[src/rtl/cgra_config_loader_pkg.sv]
// Shared types and constants for the CGRA configuration-chain loader.
package cgra_cfg_pkg;
    localparam int CFG_CNT_W      = 16;
    localparam int DEF_WORD_W     = 32;
    localparam int DEF_CHAIN_LEN  = 14;
    localparam int DEF_RST_CYCLES = 4;

    typedef logic [CFG_CNT_W-1:0] cfg_cnt_t;

    typedef enum logic [2:0] {
        IDLE,
        CHAIN_RST,
        LOAD,
        SHIFT_LO,
        SHIFT_HI,
        FINISH
    } cfg_state_e;
endpackage

[src/rtl/cgra_config_loader_if.sv]
// Host-side configuration word handshake (valid/ready).
interface cgra_config_loader_if
    import cgra_cfg_pkg::*;
#(
    parameter int WORD_W = DEF_WORD_W
) ();
    logic [WORD_W-1:0] cfg_word;
    logic              cfg_valid;
    logic              cfg_ready;

    modport master (output cfg_word, output cfg_valid, input  cfg_ready);
    modport slave  (input  cfg_word, input  cfg_valid, output cfg_ready);
endinterface

[src/rtl/cgra_config_loader_shift_word.sv]
// Parallel-in serial-out word register; bit 0 of the loaded word leaves first.
module cfg_shift_word
    import cgra_cfg_pkg::*;
#(
    parameter int WORD_W = DEF_WORD_W
) (
    input  logic              clk,
    input  logic              reset,
    input  logic              load_i,
    input  logic              shift_i,
    input  logic [WORD_W-1:0] data_i,
    output logic              next_bit_o,
    output logic              is_last_bit_o
);
    logic [WORD_W-1:0] word_q, word_d, word_sh;
    cfg_cnt_t          idx_q, idx_d;

    assign word_sh = word_q >> 1;

    always_comb begin
        word_d = word_q;
        idx_d  = idx_q;
        if (load_i) begin
            word_d = data_i;
            idx_d  = '0;
        end else if (shift_i) begin
            word_d = word_sh;
            idx_d  = idx_q + cfg_cnt_t'(1);
        end
    end

    always_ff @(posedge clk) begin
        if (!reset) begin
            word_q <= '0;
            idx_q  <= '0;
        end else begin
            word_q <= word_d;
            idx_q  <= idx_d;
        end
    end

    // Lookahead: the bit that will sit at the head after this cycle's load/shift.
    assign next_bit_o    = load_i ? data_i[0] : word_sh[0];
    assign is_last_bit_o = (idx_q == cfg_cnt_t'(WORD_W - 1));
endmodule

[src/rtl/cgra_config_loader.sv]
// Serialises host configuration words onto a PE config chain and generates
// the chain's shift clock and reset from the system clock.
module cgra_config_loader
    import cgra_cfg_pkg::*;
#(
    parameter int WORD_W     = DEF_WORD_W,
    parameter int CHAIN_LEN  = DEF_CHAIN_LEN,
    parameter int RST_CYCLES = DEF_RST_CYCLES
) (
    input  logic                 clk,
    input  logic                 reset,
    input  logic                 start,
    cgra_config_loader_if.slave  cfg,
    output logic                 config_clk,
    output logic                 config_reset,
    output logic                 config_in,
    input  logic                 config_out,
    output logic                 busy,
    output logic                 done,
    output logic [WORD_W-1:0]    readback
);
    cfg_state_e        state_q, state_d;
    cfg_cnt_t          bit_cnt_q, bit_cnt_d;
    cfg_cnt_t          rst_cnt_q, rst_cnt_d;
    logic              cclk_q, cclk_d, crst_q, crst_d, cin_q, cin_d;
    logic              ready_q, ready_d, busy_q, busy_d, done_q, done_d;
    logic [WORD_W-1:0] rb_q, rb_d;
    logic              load_w, shift_w, next_bit, last_bit, hs;

    cfg_shift_word #(.WORD_W(WORD_W)) u_word (
        .clk          (clk),
        .reset        (reset),
        .load_i       (load_w),
        .shift_i      (shift_w),
        .data_i       (cfg.cfg_word),
        .next_bit_o   (next_bit),
        .is_last_bit_o(last_bit)
    );

    // ready_q is high exactly while in LOAD
    assign hs = cfg.cfg_valid && ready_q;

    always_comb begin
        state_d   = state_q;
        bit_cnt_d = bit_cnt_q;
        rst_cnt_d = rst_cnt_q;
        rb_d      = rb_q;
        cin_d     = cin_q;
        load_w    = 1'b0;
        shift_w   = 1'b0;
        case (state_q)
            IDLE: begin
                if (start) begin
                    state_d   = CHAIN_RST;
                    rst_cnt_d = '0;
                    bit_cnt_d = '0;
                    rb_d      = '0;
                end
            end
            CHAIN_RST: begin
                if (rst_cnt_q == cfg_cnt_t'(RST_CYCLES - 1)) state_d = LOAD;
                else rst_cnt_d = rst_cnt_q + cfg_cnt_t'(1);
            end
            LOAD: begin
                if (hs) begin
                    load_w  = 1'b1;
                    cin_d   = next_bit;
                    state_d = SHIFT_LO;
                end
            end
            SHIFT_LO: begin
                // Chain tail is sampled before config_clk rises and shifts it.
                for (int i = 0; i < WORD_W; i++)
                    if (bit_cnt_q == cfg_cnt_t'(i)) rb_d[i] = config_out;
                state_d = SHIFT_HI;
            end
            SHIFT_HI: begin
                shift_w   = 1'b1;
                bit_cnt_d = bit_cnt_q + cfg_cnt_t'(1);
                if (bit_cnt_d == cfg_cnt_t'(CHAIN_LEN)) state_d = FINISH;
                else if (last_bit) state_d = LOAD;
                else begin
                    cin_d   = next_bit;
                    state_d = SHIFT_LO;
                end
            end
            FINISH:  state_d = IDLE;
            default: state_d = IDLE;
        endcase

        // Outputs are registered from the next state so they align with it.
        cclk_d  = (state_d == SHIFT_HI) || ((state_d == CHAIN_RST) && !rst_cnt_d[0]);
        crst_d  = (state_d == CHAIN_RST);
        ready_d = (state_d == LOAD);
        busy_d  = (state_d != IDLE);
        done_d  = (state_d == FINISH);
    end

    always_ff @(posedge clk) begin
        if (!reset) begin
            state_q   <= IDLE;
            bit_cnt_q <= '0;
            rst_cnt_q <= '0;
            rb_q      <= '0;
            cclk_q    <= 1'b0;
            crst_q    <= 1'b0;
            cin_q     <= 1'b0;
            ready_q   <= 1'b0;
            busy_q    <= 1'b0;
            done_q    <= 1'b0;
        end else begin
            state_q   <= state_d;
            bit_cnt_q <= bit_cnt_d;
            rst_cnt_q <= rst_cnt_d;
            rb_q      <= rb_d;
            cclk_q    <= cclk_d;
            crst_q    <= crst_d;
            cin_q     <= cin_d;
            ready_q   <= ready_d;
            busy_q    <= busy_d;
            done_q    <= done_d;
        end
    end

    assign cfg.cfg_ready = ready_q;
    assign config_clk    = cclk_q;
    assign config_reset  = crst_q;
    assign config_in     = cin_q;
    assign busy          = busy_q;
    assign done          = done_q;
    assign readback      = rb_q;
endmodule
[src/flat_wrapper.sv]
// flat-port wrapper written by rule: the top's interface ports become plain ports
module cgra_config_loader_flat import cgra_cfg_pkg::*;
#(
    parameter int WORD_W     = DEF_WORD_W,
    parameter int CHAIN_LEN  = DEF_CHAIN_LEN,
    parameter int RST_CYCLES = DEF_RST_CYCLES
)
  (clk, reset, start, config_clk, config_reset, config_in, config_out, busy, done, readback, cfg_cfg_word, cfg_cfg_valid, cfg_cfg_ready);
  cgra_config_loader_if #(.WORD_W(WORD_W)) cfg_i ();
  input  logic clk;
  input  logic reset;
  input  logic start;
  output logic config_clk;
  output logic config_reset;
  output logic config_in;
  input  logic config_out;
  output logic busy;
  output logic done;
  output logic [WORD_W-1:0] readback;
  input wire logic [$bits(cfg_i.cfg_word)-1:0] cfg_cfg_word;
  input wire logic [$bits(cfg_i.cfg_valid)-1:0] cfg_cfg_valid;
  output wire logic [$bits(cfg_i.cfg_ready)-1:0] cfg_cfg_ready;
  assign cfg_i.cfg_word = cfg_cfg_word;
  assign cfg_i.cfg_valid = cfg_cfg_valid;
  assign cfg_cfg_ready = cfg_i.cfg_ready;
  cgra_config_loader #(.WORD_W(WORD_W), .CHAIN_LEN(CHAIN_LEN), .RST_CYCLES(RST_CYCLES)) u_core (.clk(clk), .reset(reset), .start(start), .cfg(cfg_i), .config_clk(config_clk), .config_reset(config_reset), .config_in(config_in), .config_out(config_out), .busy(busy), .done(done), .readback(readback));
endmodule
[config.mk]
export PLATFORM = sky130hd
export DESIGN_NAME = cgra_config_loader_flat
export DESIGN_NICKNAME = d
export VERILOG_FILES = /design/src/rtl/cgra_config_loader_pkg.sv /design/src/rtl/cgra_config_loader_if.sv /design/src/rtl/cgra_config_loader_shift_word.sv /design/src/rtl/cgra_config_loader.sv /design/src/flat_wrapper.sv
export SDC_FILE = /design/constraint.sdc
export NUM_CORES = 1
export LEC_CHECK = 0
export CAP_MARGIN = 25
export CORE_MARGIN = 2
export CORE_UTILIZATION = 50
export DETAILED_ROUTE_END_ITERATION = 10
export PLACE_DENSITY_LB_ADDON = 0.3
export RECOVER_POWER = 25
export SLEW_MARGIN = 0
export SYNTH_ARGS = -nofsm -noshare
export SYNTH_HDL_FRONTEND = slang
export SYNTH_SLANG_ARGS = --single-unit
[constraint.sdc]
create_clock -name clk -period 3 [get_ports clk]
set_clock_uncertainty 0.1 [all_clocks]
set_input_delay 0.45 -clock clk [delete_from_list [all_inputs] [get_ports clk]]
set_output_delay 0.45 -clock clk [all_outputs]
set_load 0.01 [all_outputs]
Word-level counts from Yosys, hierarchy flattened
Cells that the tools add are included.
W data, S select, Z words.
{"block": "word_totals", "elab_cells": 230, "output_inout_bits": 38, "in_bits": 37, "register_bits": 121}
{"block": "classes", "addsub": 3, "n_eq_ne": 79, "bitwise": 1, "reduce_logical": 48, "muxes": 55}
{"op": "$eq A16 B5 Y1 const B", "n": 17}
{"op": "$eq A16 B4 Y1 const B", "n": 9}
{"op": "$reduce_and A3 Y1", "n": 33}
{"op": "$mux W32", "n": 3}
{"op": "$ne A2 B1 Y1 const B", "n": 33}
{"op": "$eq A16 B3 Y1 const B", "n": 4}
{"op": "$pmux W16 S2", "n": 2}
{"op": "$pmux W32 S2", "n": 1}
{"op": "$add A16 B1 Y16 const B", "n": 3}
{"op": "$eq A16 B2 Y1 const B", "n": 3}
{"op": "$mux W16", "n": 3}
{"op": "$mux W1", "n": 40}
{"op": "$eq A16 B1 Y1 const B", "n": 1}
{"op": "$logic_not A16 Y1", "n": 1}
{"op": "$pmux W3 S5", "n": 1}
{"op": "$mux W3", "n": 4}
{"op": "$reduce_bool A2 Y1", "n": 5}
{"op": "$eq A3 B2 Y1 const B", "n": 3}
{"op": "$eq A3 B3 Y1 const B", "n": 3}
{"op": "$ne A2 B2 Y1 const B", "n": 4}
{"op": "$eq A3 B1 Y1 const B", "n": 2}
{"op": "$reduce_and A4 Y1", "n": 1}
{"op": "$logic_not A3 Y1", "n": 1}
{"op": "$reduce_bool A3 Y1", "n": 1}
{"op": "other kinds (7)", "n": 8}

Longest topological paths before layout
{"block": "depth", "ltp_word": 7, "ltp_mapped": 10, "mapped_depth_nobuf": 8}

Hierarchy
A second synthesis with hierarchy kept.
{"block": "unflattened", "cells_unflattened": 703, "area_unflattened_um2": 5860.6}
{"mod": "cgra_config_loader", "cells_each": 446, "seq_area_each_um2": 1461.4, "n_inst": 1, "area_per_inst_um2": 3618.5}
{"mod": "cfg_shift_word", "cells_each": 257, "seq_area_each_um2": 940.9, "n_inst": 1, "area_per_inst_um2": 2242.2}

Least setup slack after synthesis
No wires, ideal clock.
{"block": "synth_path", "path_type": "register -> register", "from": "register u_core.bit_cnt_q[1]", "to": "register u_core.cin_q, in the netlist u_core.config_in", "slack_ps": 766, "required_time_ps": 2778, "period_less_slack_ps": 2234, "arrival_time_ps": 2012, "setup_ps": 122, "path_buffers": 0, "stages_incl_launch_ff": 8, "cell_sequence": "dfxtp_1 > ha_1 > nand4_1 > nor2_2 > nand3_1 > mux2_2 > o2111a_1 > o311a_1"}
{"block": "synth_between", "elab_chain_len": 4}
{"item": "start, declared", "line": "cgra_config_loader.sv:23", "text": "cfg_cnt_t bit_cnt_q, bit_cnt_d;"}
{"item": "start signal, assigned", "line": "cgra_config_loader.sv:113", "text": "bit_cnt_q <= bit_cnt_d;"}
{"item": "$add A16 B1 Y16", "line": "cgra_config_loader.sv:79", "text": "bit_cnt_d = bit_cnt_q + cfg_cnt_t'(1);"}
{"item": "$eq A16 B4 Y1", "line": "cgra_config_loader.sv:80", "text": "if (bit_cnt_d == cfg_cnt_t'(CHAIN_LEN)) state_d = FINISH;"}
{"item": "$ne A2 B2 Y1 (no line)"}
{"item": "$reduce_and A4 Y1 (no line)"}
{"item": "end signal, assigned", "line": "cgra_config_loader.sv:118", "text": "cin_q <= cin_d;"}
{"item": "end, declared", "line": "cgra_config_loader.sv:25", "text": "logic cclk_q, cclk_d, crst_q, crst_d, cin_q, cin_d;"}
No other way between the ends.
A chain may end at the register's enable or synchronous reset.

Final worst setup path
{"block": "layout_path", "from": "register u_core.bit_cnt_q[0]", "to": "register u_core.cin_q, in the netlist u_core.config_in"}
The elaborated chain is that of the path after synthesis.

==> metrics.md <==
| Metric | Value |
|---|---|
| Root Driver | clkbuf_8 |
| Core Box Area | between 10000 and 15000 um^2 |
| DR iter-0 viols | about 450 |
| Clk buf depth | 2 |
| H-tree depth | 4 |
| Final worst-path cycle share | 86.5% |
| Post-CTS setup repair buffer count | 0 |
| Clock sink count | 120 |
| Horiz. Die Dim | 110 um |
| Seq. cell area | 2400 um^2 |
| Syn Area/Cell | 8.22 um^2 |
| Vias | just over 5k |
| Pre-Repair DR Iteration Count | 5 |
| Sw Pwr | 799 uW |
| Fill count | 907 |
| Post-Route WL | 14.2 mm |
| Area Overhead vs Synth | 24.9% |
| Finish-stage setup viols | 0 |
| Number of synthesized register bits | 120 |
| Pwr Total | 3.85 mW |
| GP Congestion | 0.811 |
| Outcome | complete, no violations |
| N_diodes | 0 |
| Footprint of the multi-input gates | 3010 um^2 |
| Worst Hold Class | register to register |
| Number of library cell types mapped by synthesis | 58 |
| Setup TNS | 0 ns |
| Syn Inst Count | 685 |
| IR drop worst, VDD | 0.000594 V |
| RSZ-0062 raised after global routing | false |
| Drt drc | 0 |
| Crit start category | register |
| Post-route ant nets | 0 |
| Max Fanout on Critical Path | 11 |
| Sequential Power Share | 41.7% |
| Final min period | between 2 and 3 ns |
| Clk network pwr share | 53.5% |
| Critical path arrival | 2.91 ns |
| Worst-margin pin slew | 1.06 ns |
| Pint | 3.05 mW |
| Critical Path End Type | register |
| Post-DR vias/cell | around 5.8 |
| DIE AREA | 12100 um^2 |
| Clock transition at path regs | 0.06 ns |
| Synth warn | 0 |
| Cts repair resizes | 0 |
| Count leader, synth | dfxtp_1 |
| First-pass GRT wire length | 23.3 mm |
| Pwr/cell area | 548 nW/um^2 |
| Layout cell share with drive strength beyond 1 | 7.06% |
| Fraction of registers with async set/reset | 0% |
| Switching Fraction | 20.8% |
| CTS Hold Bufs | 0 |
| Critical Path RT | around 3.3 ns |
| Vias in the first global route | 4947 |
| Row cnt | 38 |
| Slew Limit Headroom | about 29% |
| Per-cell routed wire length | 15.9 um |
| Post-synth EDFFs | 0 |
| Max_cap viols | 0 |
| Nets | 783 |
| Post-synth top area share | a little over two fifths |
| Buffers on Ports | 74 |
| Top post-synthesis cells by count | 120 x dfxtp_1, 105 x nor2_1, 83 x a21oi_1, 74 x nand2_1, 37 x clkbuf_1 |
| Critical path class | register to register |
| Clk_lat worst skew | around 0.52 ns |
| CTS tree | built |
| Syn_nets | 729 |
| Post-synthesis cell area | 5630 um^2 |
| Max-slew violations | 0 |
| Seq/Total Area, Yosys | around 43% |
| Predominant post-synthesis flop cell | dfxtp_1 |
| Area contributors post-synth | dfxtp_1 43%, a21oi_1 7.4%, nor2_1 7.0% |
| Initial antenna violation count | 0 |
| Total global routing overflow | 0 |
| Hold Violations, Final | 0 |
| Area leader, netlist | dfxtp_1 |
| LEAKAGE | 2.69 nW |
| Ports | 75 |
| Die Y | roughly 110 um |
| Pin count of the biggest net entering global routing | 54 |
| Initial Utilization | between 50% and 60% |
| Detail Placement HPWL | 9.23 mm |
| Fmax | 385 MHz |
| Comb power frac | 4.8% |
| GRT Total Usage | 24.6% |
| CTS buffer count | 17 |
final cells by class:
type,instances,share of cell area (%)
multi-input cells,511,42.8
flip-flops and latches,120,34.2
repair buffers,83,11.7
clock buffers,23,6.92
well taps,140,2.49
clock inverters,8,1.67
inverters,6,0.320
power groups by stage:
stage | clock [mW] | sequential (mW) | combinational, mW
final | 2.06 | 1.61 | 0.185
after global routing | 2.17 | 1.61 | 0.200
after CTS | 2.09 | 1.61 | 0.186
after detailed placement | 0 | 1.64 | 0.185
after global placement | 0 | 1.64 | 0.182
after floorplan | 0 | 1.64 | 0.105
cell families after synthesis:
logic type | Yosys count | share of synthesized area, %
flops | 120 | 42.7
fa+ha+maj | 7 | 1.56
mux | 34 | 6.11
compound gates | 162 | 17.5
xor+xnor | 23 | 3.58
buf+inv | 54 | 4.02
simple gates | 285 | 24.5
stage by stage:
stage          instances  utilization [%]  setup slack, ns  hold slack [ns]  cell area [um^2]
2_1_floorplan        685                -            0.766            0.336              5630
3_3_place_gp         860             59.1            0.524            0.342              6440
3_5_place_dp         860             59.1            0.417            0.346              6440
4_1_cts              891             64.7            0.424            0.354              7040
5_1_grt              891             64.6            0.214            0.370              7030
6_report             891             64.6            0.405            0.354              7030
path summary, 6_finish.rpt:
path | startpoint | end | slack [ns] | cells past startpoint
worst min register to register | u_core.u_word.word_q[21] | u_core.u_word.word_q[21] | 0.35 | 2
worst min-delay path | u_core.u_word.word_q[21] | u_core.u_word.word_q[21] | 0.35 | 2
worst max register to register | u_core.bit_cnt_q[0] | u_core.config_in | 0.41 | 7
worst max-delay path | u_core.bit_cnt_q[0] | u_core.config_in | 0.41 | 7
cells in the final DEF, fill, tap and decap left out, types with 2 or more instances in the layout:
master / n
and3_1: 14
o21ai_0: 16
xnor2_1: 6
ha_1: 7
mux2i_1: 31
a21oi_1: 83
nand3b_1: 4
nor4_1: 5
a311oi_1: 8
a31oi_1: 11
nand2_1: 74
and2_1: 10
a22oi_1: 30
nor2_1: 104
nand4_1: 12
buf_4: 8
nor2b_1: 4
o211a_1: 2
nor3_1: 9
and4_1: 5
mux2_2: 3
clkinv_2: 4
nand2b_1: 3
inv_1: 5
bufinv_16: 3
or3_1: 6
clkdlybuf4s50_1: 39
clkbuf_16: 16
dfxtp_1: 120
clkbuf_8: 6
nor4b_1: 3
or4_1: 2
dlygate4sd3_1: 35
xor2_1: 17
nand3_1: 17
per-layer routing:
layer	up-vias	share of wire (%)	track usage, %
li1	2526	-	-
met1	2422	44	30.6
met2	154	48	39.0
met3	25	6.0	8.99
met4	0	1.8	8.93
met5	-	0	0
flip-flops by register name, indices dropped and copies added, names as in the netlist, 3 cells and up:
signal / cells
u_core.readback: 32
u_core.u_word.word_q: 31
u_core.bit_cnt_q: 16
u_core.rst_cnt_q: 16
u_core.u_word.idx_q: 16
u_core.state_q: 3
worst max-delay path, stage by stage (launching register included):
cell	delay, ns
dfxtp_1	0.51
ha_1	0.31
nand4_1	0.19
nor2_2	0.24
nand3_1	0.15
mux2_2	0.31
o2111a_1	0.31
o311a_1	0.36
No activity file was read; power rests on OpenSTA's default activity.
